<file path="config.mk">
export PLATFORM = sky130hd
export DESIGN_NAME = airlock_chamber_seq
export DESIGN_NICKNAME = d
export VERILOG_FILES = /design/src/rtl/airlock_pkg.sv /design/src/rtl/tick_prescaler.sv /design/src/rtl/airlock_chamber_seq.sv
export SDC_FILE = /design/constraint.sdc
export NUM_CORES = 1
export LEC_CHECK = 0
export CORE_MARGIN = 10
export CORE_UTILIZATION = 52
export DETAILED_ROUTE_END_ITERATION = 16
export PLACE_DENSITY = 0.75
export SETUP_SLACK_MARGIN = 0.05
export SLEW_MARGIN = 40
export SYNTH_ARGS = -nofsm -noshare
export SYNTH_HDL_FRONTEND = slang
export SYNTH_HIERARCHICAL = 1
export SYNTH_SLANG_ARGS = --single-unit
</file>
<file path="constraint.sdc">
create_clock -name clk -period 2.6 [get_ports clk]
set_clock_uncertainty 0.1 [all_clocks]
set_input_delay 0.26 -clock clk [delete_from_list [all_inputs] [get_ports clk]]
set_output_delay 0.26 -clock clk [all_outputs]
set_load 0.02 [all_outputs]
</file>
<file path="src/rtl/airlock_pkg.sv">
// Shared types for the bathysphere airlock chamber sequencer: FSM states and chamber level encoding.
package airlock_pkg;

  typedef enum logic [1:0] {
    IDLE  = 2'd0,
    FILL  = 2'd1,
    DRAIN = 2'd2,
    WAIT  = 2'd3
  } state_e;

  localparam logic LVL_EMPTY = 1'b0;
  localparam logic LVL_FULL  = 1'b1;

  // Zero-length phases are stretched to a single tick.
  function automatic int eff_ticks(input int n);
    return (n == 0) ? 1 : n;
  endfunction

endpackage

</file>
<file path="src/rtl/tick_prescaler.sv">
// Divides the system clock into one-cycle tick pulses every CLK_PER_TICK enabled cycles.
module tick_prescaler #(
  parameter int CLK_PER_TICK = 50000000
) (
  input  logic clk,
  input  logic reset,
  input  logic clr,
  input  logic enable,
  output logic tick
);

  localparam int PW = (CLK_PER_TICK > 1) ? $clog2(CLK_PER_TICK) : 1;
  localparam logic [PW-1:0] LAST = PW'(CLK_PER_TICK - 1);

  logic [PW-1:0] cnt_q, cnt_d;

  assign tick = enable && (cnt_q == LAST);

  always_comb begin
    cnt_d = cnt_q;
    if (clr) begin
      cnt_d = '0;
    end else if (enable) begin
      cnt_d = tick ? '0 : cnt_q + PW'(1);
    end
  end

  always_ff @(posedge clk or posedge reset) begin
    if (reset) cnt_q <= '0;
    else       cnt_q <= cnt_d;
  end

endmodule

</file>
<file path="src/rtl/airlock_chamber_seq.sv">
// Airlock chamber sequencer: timed fill/drain/wait phases with door/pressure interlock.
// Optional `AIRLOCK_REMAIN_EN adds the remain_ticks output exposing the live tick counter.
module airlock_chamber_seq
  import airlock_pkg::*;
#(
  parameter int CLK_PER_TICK = 50000000,
  parameter int FILL_TICKS   = 7,
  parameter int DRAIN_TICKS  = 8,
  parameter int WAIT_TICKS   = 5,
  parameter int CNT_W        = 4
) (
  input  logic clk,
  input  logic reset,
  input  logic fill_req,
  input  logic drain_req,
  input  logic wait_req,
  input  logic inner_door_cmd,
  input  logic outer_door_cmd,
  output logic filling,
  output logic draining,
  output logic waiting,
  output logic inner_door_open,
  output logic outer_door_open,
  output logic chamber_full,
  output logic fill_done,
  output logic drain_done,
  output logic wait_done,
  output logic req_err
`ifdef AIRLOCK_REMAIN_EN
  ,
  output logic [CNT_W-1:0] remain_ticks
`endif
);

  localparam logic [CNT_W-1:0] FILL_LD  = CNT_W'(eff_ticks(FILL_TICKS));
  localparam logic [CNT_W-1:0] DRAIN_LD = CNT_W'(eff_ticks(DRAIN_TICKS));
  localparam logic [CNT_W-1:0] WAIT_LD  = CNT_W'(eff_ticks(WAIT_TICKS));

  state_e           state_q, state_d;
  logic [CNT_W-1:0] cnt_q, cnt_d;
  logic             full_q, full_d;
  logic             inner_q, inner_d;
  logic             outer_q, outer_d;
  logic             fill_done_q, fill_done_d;
  logic             drain_done_q, drain_done_d;
  logic             wait_done_q, wait_done_d;
  logic             err_q, err_d;
  logic             tick;
  logic             accept;
  logic             idle;
  logic             doors_closed;

  assign idle         = (state_q == IDLE);
  assign doors_closed = !inner_q && !outer_q;

  tick_prescaler #(
    .CLK_PER_TICK(CLK_PER_TICK)
  ) u_prescaler (
    .clk   (clk),
    .reset (reset),
    .clr   (accept),
    .enable(!idle),
    .tick  (tick)
  );

  always_comb begin
    state_d      = state_q;
    cnt_d        = cnt_q;
    full_d       = full_q;
    fill_done_d  = 1'b0;
    drain_done_d = 1'b0;
    wait_done_d  = 1'b0;
    err_d        = 1'b0;
    accept       = 1'b0;

    // Phase countdown; the last tick returns to IDLE and settles the chamber level.
    if (!idle && tick) begin
      if (cnt_q <= CNT_W'(1)) begin
        state_d = IDLE;
        cnt_d   = '0;
        case (state_q)
          FILL:    begin fill_done_d  = 1'b1; full_d = LVL_FULL;  end
          DRAIN:   begin drain_done_d = 1'b1; full_d = LVL_EMPTY; end
          WAIT:    wait_done_d = 1'b1;
          default: ;
        endcase
      end else begin
        cnt_d = cnt_q - CNT_W'(1);
      end
    end

    // Only the highest-priority request is judged; lower ones are dropped silently.
    if (drain_req || fill_req || wait_req) begin
      if (!idle || !doors_closed) begin
        err_d = 1'b1;
      end else if (drain_req) begin
        if (full_q == LVL_FULL) begin
          accept  = 1'b1;
          state_d = DRAIN;
          cnt_d   = DRAIN_LD;
        end else begin
          err_d = 1'b1;
        end
      end else if (fill_req) begin
        if (full_q == LVL_EMPTY) begin
          accept  = 1'b1;
          state_d = FILL;
          cnt_d   = FILL_LD;
        end else begin
          err_d = 1'b1;
        end
      end else begin
        accept  = 1'b1;
        state_d = WAIT;
        cnt_d   = WAIT_LD;
      end
    end

    // Doors may only open from a settled IDLE with no phase starting on the same edge.
    inner_d = inner_q ? inner_door_cmd
                      : (idle && !accept && full_q == LVL_EMPTY && !outer_q &&
                         inner_door_cmd && !outer_door_cmd);
    outer_d = outer_q ? outer_door_cmd
                      : (idle && !accept && full_q == LVL_FULL && !inner_q &&
                         outer_door_cmd && !inner_door_cmd);
  end

  always_ff @(posedge clk or posedge reset) begin
    if (reset) begin
      state_q      <= IDLE;
      cnt_q        <= '0;
      full_q       <= LVL_EMPTY;
      inner_q      <= 1'b0;
      outer_q      <= 1'b0;
      fill_done_q  <= 1'b0;
      drain_done_q <= 1'b0;
      wait_done_q  <= 1'b0;
      err_q        <= 1'b0;
    end else begin
      state_q      <= state_d;
      cnt_q        <= cnt_d;
      full_q       <= full_d;
      inner_q      <= inner_d;
      outer_q      <= outer_d;
      fill_done_q  <= fill_done_d;
      drain_done_q <= drain_done_d;
      wait_done_q  <= wait_done_d;
      err_q        <= err_d;
    end
  end

  assign filling         = (state_q == FILL);
  assign draining        = (state_q == DRAIN);
  assign waiting         = (state_q == WAIT);
  assign inner_door_open = inner_q;
  assign outer_door_open = outer_q;
  assign chamber_full    = full_q;
  assign fill_done       = fill_done_q;
  assign drain_done      = drain_done_q;
  assign wait_done       = wait_done_q;
  assign req_err         = err_q;

`ifdef AIRLOCK_REMAIN_EN
  assign remain_ticks = cnt_q;
`endif

endmodule

</file>
==> flow_summary.toml <==
[status]
outcome = "complete, no violations"

[clock_tree]
clock-root-buffer = "sky130_fd_sc_hd__clkbuf_8"
clkSlewWorstSetupHoldPaths_ps = 70
cts.sinks = 39
clock_tree.htree_level_count = 2
cts_made_buffers = 5
cts_buffer_depth = 2
insertion_delay_of_the_later_clocked_pin_in_the_worst_skew_pair_ps = 300
tritoncts = "built"

[worst_setup_path]
worst-setup-path-type = "reg2reg"
crit_path_end_kind = "flip-flop"
reg2reg_from = "state_q[0]"
crit_arrival_ps = 2470
timing.critical_path.from_type = "flip-flop"
critical_path_peak_fanout = 6
worst-endpoint-required_ps = 2690
critPathLaunch = "state_q[0]"

[grt]
gr-usage-met1_pct = 18.22
first_global_vias = 1867
grt_use_met3_pct = 3.500
grt_busiest_layer = "met2"
grt_max_degree = 27
global_route.overflow_total = 0
grt.met2_usage_pct = 22.28
globalRouteTotalUtil_pct = 14.16
first_pass_grt_wire_length_mm = 8.625
number_of_antenna_violations_at_the_first_check_in_global_routing = 0

[synthesis]
synth-seq-cells = 39
synth_area_per_cell_um2 = 9.587
mappedNetlistArea_mm2 = 0.002243
ys_warn_count = 6
syn-instance-count = 234
number_of_unique_standard_cell_types_used_by_synthesis = 46
synth.yosys.seq_area_share_pct = 43.50
synth_top_flop_cell = "sky130_fd_sc_hd__dfrtp_1"
number_of_flops_mapped_to_enable_cells_by_yosys = 0
syn_nets = 249
fraction_of_registers_with_async_set_reset_pct = 100.0

[placement]
gp_congestion = 0.8523
io_buffers = 16
post-dp-hpwl_mm = 3.627

[sta]
setup_violating_endpoint_count_in_the_final_report = 0
report.final.slew_viol_count = 0
timing_hold_violations_final = 0
fmaxAchievable_mhz = 420.0
fin_setup_tns_ps = 0
rsz0062_at_grt = "false"
maxSlewHeadroom_pct = 63.21
min_period_over_period_pct = 91.58
finalWorstPathRequiredPeriod_ps = 2381
max_slew.worst_pin.slew_ps = 547.7

[finish]
layout-drive-gt1-share_pct = 15.33
layout.filler_cells = 370
design.final.nets = 276
synth_to_layout_area_growth_pct = 18.07
antenna_cells = 0

[route]
via_to_cell_ratio = 5.939
final_antenna_net_count = 0
drt_iter0_markers = 141
routed-via-count = 1847
post-route-drc-count = 0
routed_wirelength_mm = 5.024
firstDrtPassIters = 4
avgRoutedWirePerCell_um = 16.15

[floorplan]
core_area_mm2 = 0.004086
fp-row-count = 23
top_level_ports = 17
die_h_um = 85.68
die_width_um = 85.68
fp.dieArea_mm2 = 0.007341
initial_core_util_pct = 54.90

[pwr]
leakage_uw = 0.001120
worst_ir_drop_vdd_mv = 0.3154
power.total_uw = 1837
p_per_area_mw_per_mm2 = 693.6

[min_path]
type_of_the_worst_min_delay_path = "in2async"

[run]
timing.max_cap.violations = 0
==> sequential cells by signal, indices dropped and copies added, names as in the netlist <==
signal and count:
chamber_full 1, u_prescaler/cnt_q 26, inner_door_open 1, cnt_q 4, fill_done 1, drain_done 1, wait_done 1, state_q 2
req_err 1, outer_door_open 1
==> logic make-up (layout without fill, tap and decap cells) <==
kind of cell | after synthesis | in the layout | synth area share, %
xor+xnor | 22 | 22 | 8.589
simple gates | 118 | 118 | 30.01
fa+ha+maj | 8 | 8 | 4.462
buf+inv | 15 | 42 | 3.681
flops | 39 | 39 | 43.50
compound gates | 29 | 29 | 8.366
mux | 3 | 3 | 1.394
==> Yosys cell counts (2+ instances only) <==
master,count,area (um2)
sky130_fd_sc_hd__ha_1,8,100.1
sky130_fd_sc_hd__buf_6,3,33.78
sky130_fd_sc_hd__o21ai_0,6,30.03
sky130_fd_sc_hd__or2_2,2,12.51
sky130_fd_sc_hd__a31o_2,3,26.28
sky130_fd_sc_hd__and3_1,2,12.51
sky130_fd_sc_hd__nand3_1,11,55.05
sky130_fd_sc_hd__xnor2_1,7,61.31
sky130_fd_sc_hd__inv_1,9,33.78
sky130_fd_sc_hd__nand3b_1,2,15.01
sky130_fd_sc_hd__xor2_1,15,131.4
sky130_fd_sc_hd__a211oi_1,2,15.01
sky130_fd_sc_hd__nand2_1,19,71.32
sky130_fd_sc_hd__nor4_4,2,42.54
sky130_fd_sc_hd__a21oi_1,8,40.04
sky130_fd_sc_hd__nor3_1,7,35.03
sky130_fd_sc_hd__dfrtp_1,39,975.9
sky130_fd_sc_hd__nand4_1,13,81.33
sky130_fd_sc_hd__and2_1,3,18.77
sky130_fd_sc_hd__a22oi_1,3,22.52
sky130_fd_sc_hd__nand4b_1,4,35.03
sky130_fd_sc_hd__nor2_1,32,120.1
sky130_fd_sc_hd__clkbuf_2,2,10.01
sky130_fd_sc_hd__o31ai_1,3,22.52
sky130_fd_sc_hd__nor4_1,7,43.79
sky130_fd_sc_hd__mux2i_1,2,20.02
==> final cells by class <==
cell class	count	area [um2]	share of cell area, %
tap	50	62.56	2.362
clock buffer	6	82.58	3.118
clock inverter	1	5.005	0.1889
timing repair buffer	26	235.2	8.881
multi-input combinational	180	1254	47.33
inverter	9	33.78	1.275
sequential	39	975.9	36.84
==> repair_timing <==
action,in CTS,in global routing
endpoints found under the setup margin,1,23
pin swaps,0,2
hold endpoints to repair,0,0
hold buffers,0,0
resized for setup,1,10
setup buffers,0,1
==> power by group <==
group          internal, uW  switching [uW]
combinational           251             308
sequential              725             134
clock                   208             211
total                  1180             653
==> cell usage in the layout (no fill, tap or decap), types with 2 or more instances in the layout <==
master / instances
sky130_fd_sc_hd__nor2_1: 30
sky130_fd_sc_hd__a31o_2: 3
sky130_fd_sc_hd__a22oi_1: 3
sky130_fd_sc_hd__nor2_2: 2
sky130_fd_sc_hd__nor4_1: 6
sky130_fd_sc_hd__clkdlybuf4s50_1: 16
sky130_fd_sc_hd__ha_1: 7
sky130_fd_sc_hd__or2_2: 2
sky130_fd_sc_hd__nand3_1: 11
sky130_fd_sc_hd__nand4_1: 13
sky130_fd_sc_hd__a21oi_1: 8
sky130_fd_sc_hd__o31ai_1: 3
sky130_fd_sc_hd__xor2_1: 15
sky130_fd_sc_hd__nor3_1: 6
sky130_fd_sc_hd__inv_1: 9
sky130_fd_sc_hd__xnor2_1: 7
sky130_fd_sc_hd__nand2_1: 19
sky130_fd_sc_hd__buf_4: 10
sky130_fd_sc_hd__mux2i_1: 2
sky130_fd_sc_hd__o21ai_0: 6
sky130_fd_sc_hd__and3_1: 2
sky130_fd_sc_hd__dfrtp_1: 39
sky130_fd_sc_hd__nor4_4: 4
sky130_fd_sc_hd__clkbuf_8: 6
sky130_fd_sc_hd__nand3b_1: 2
sky130_fd_sc_hd__nand4b_1: 4
sky130_fd_sc_hd__and2_1: 3
==> path summary, 6_finish.rpt <==
check,to,slack [ps],cells past startpoint
setup / recovery,state_q[0],220,9
hold / removal,chamber_full,210,2
setup reg to reg,state_q[0],220,9
hold reg to reg,outer_door_open,450,2
max in group asynchronous,wait_done,1850,2
min in group clk,outer_door_open,450,2
==> per-stage QoR <==
step | instance area [um2] | setup WS [ps] | instances | hold slack, ps | utilization [%]
final | 2649 | 219.0 | 311 | 214.8 | 64.82
after global routing | 2649 | 64.15 | 311 | 268.8 | 64.82
after detailed placement | 2495 | 68.53 | 303 | 423.6 | 61.05
after floorplan | 2253 | 66.17 | 234 | 36.96 | -
after global placement | 2495 | 89.96 | 303 | 426.5 | 61.05
after CTS | 2589 | 53.95 | 310 | 237.5 | 63.35
==> routing by layer <==
metal,vias up,wire [um]
met4,0,80
met3,8,321
met2,57,2262
met5,-,0
li1,886,-
met1,896,2359
==> worst max-delay path: stages (launching register included) <==
cell and delay, ps:
sky130_fd_sc_hd__dfrtp_1 400, sky130_fd_sc_hd__inv_1 80, sky130_fd_sc_hd__ha_2 230, sky130_fd_sc_hd__inv_1 90
sky130_fd_sc_hd__nand2_1 100, sky130_fd_sc_hd__nor4_4 300, sky130_fd_sc_hd__and2_4 200, sky130_fd_sc_hd__nor4b_2 230
sky130_fd_sc_hd__o21ai_0 260, sky130_fd_sc_hd__a31o_2 290
Power figures use the tool's default switching activity.
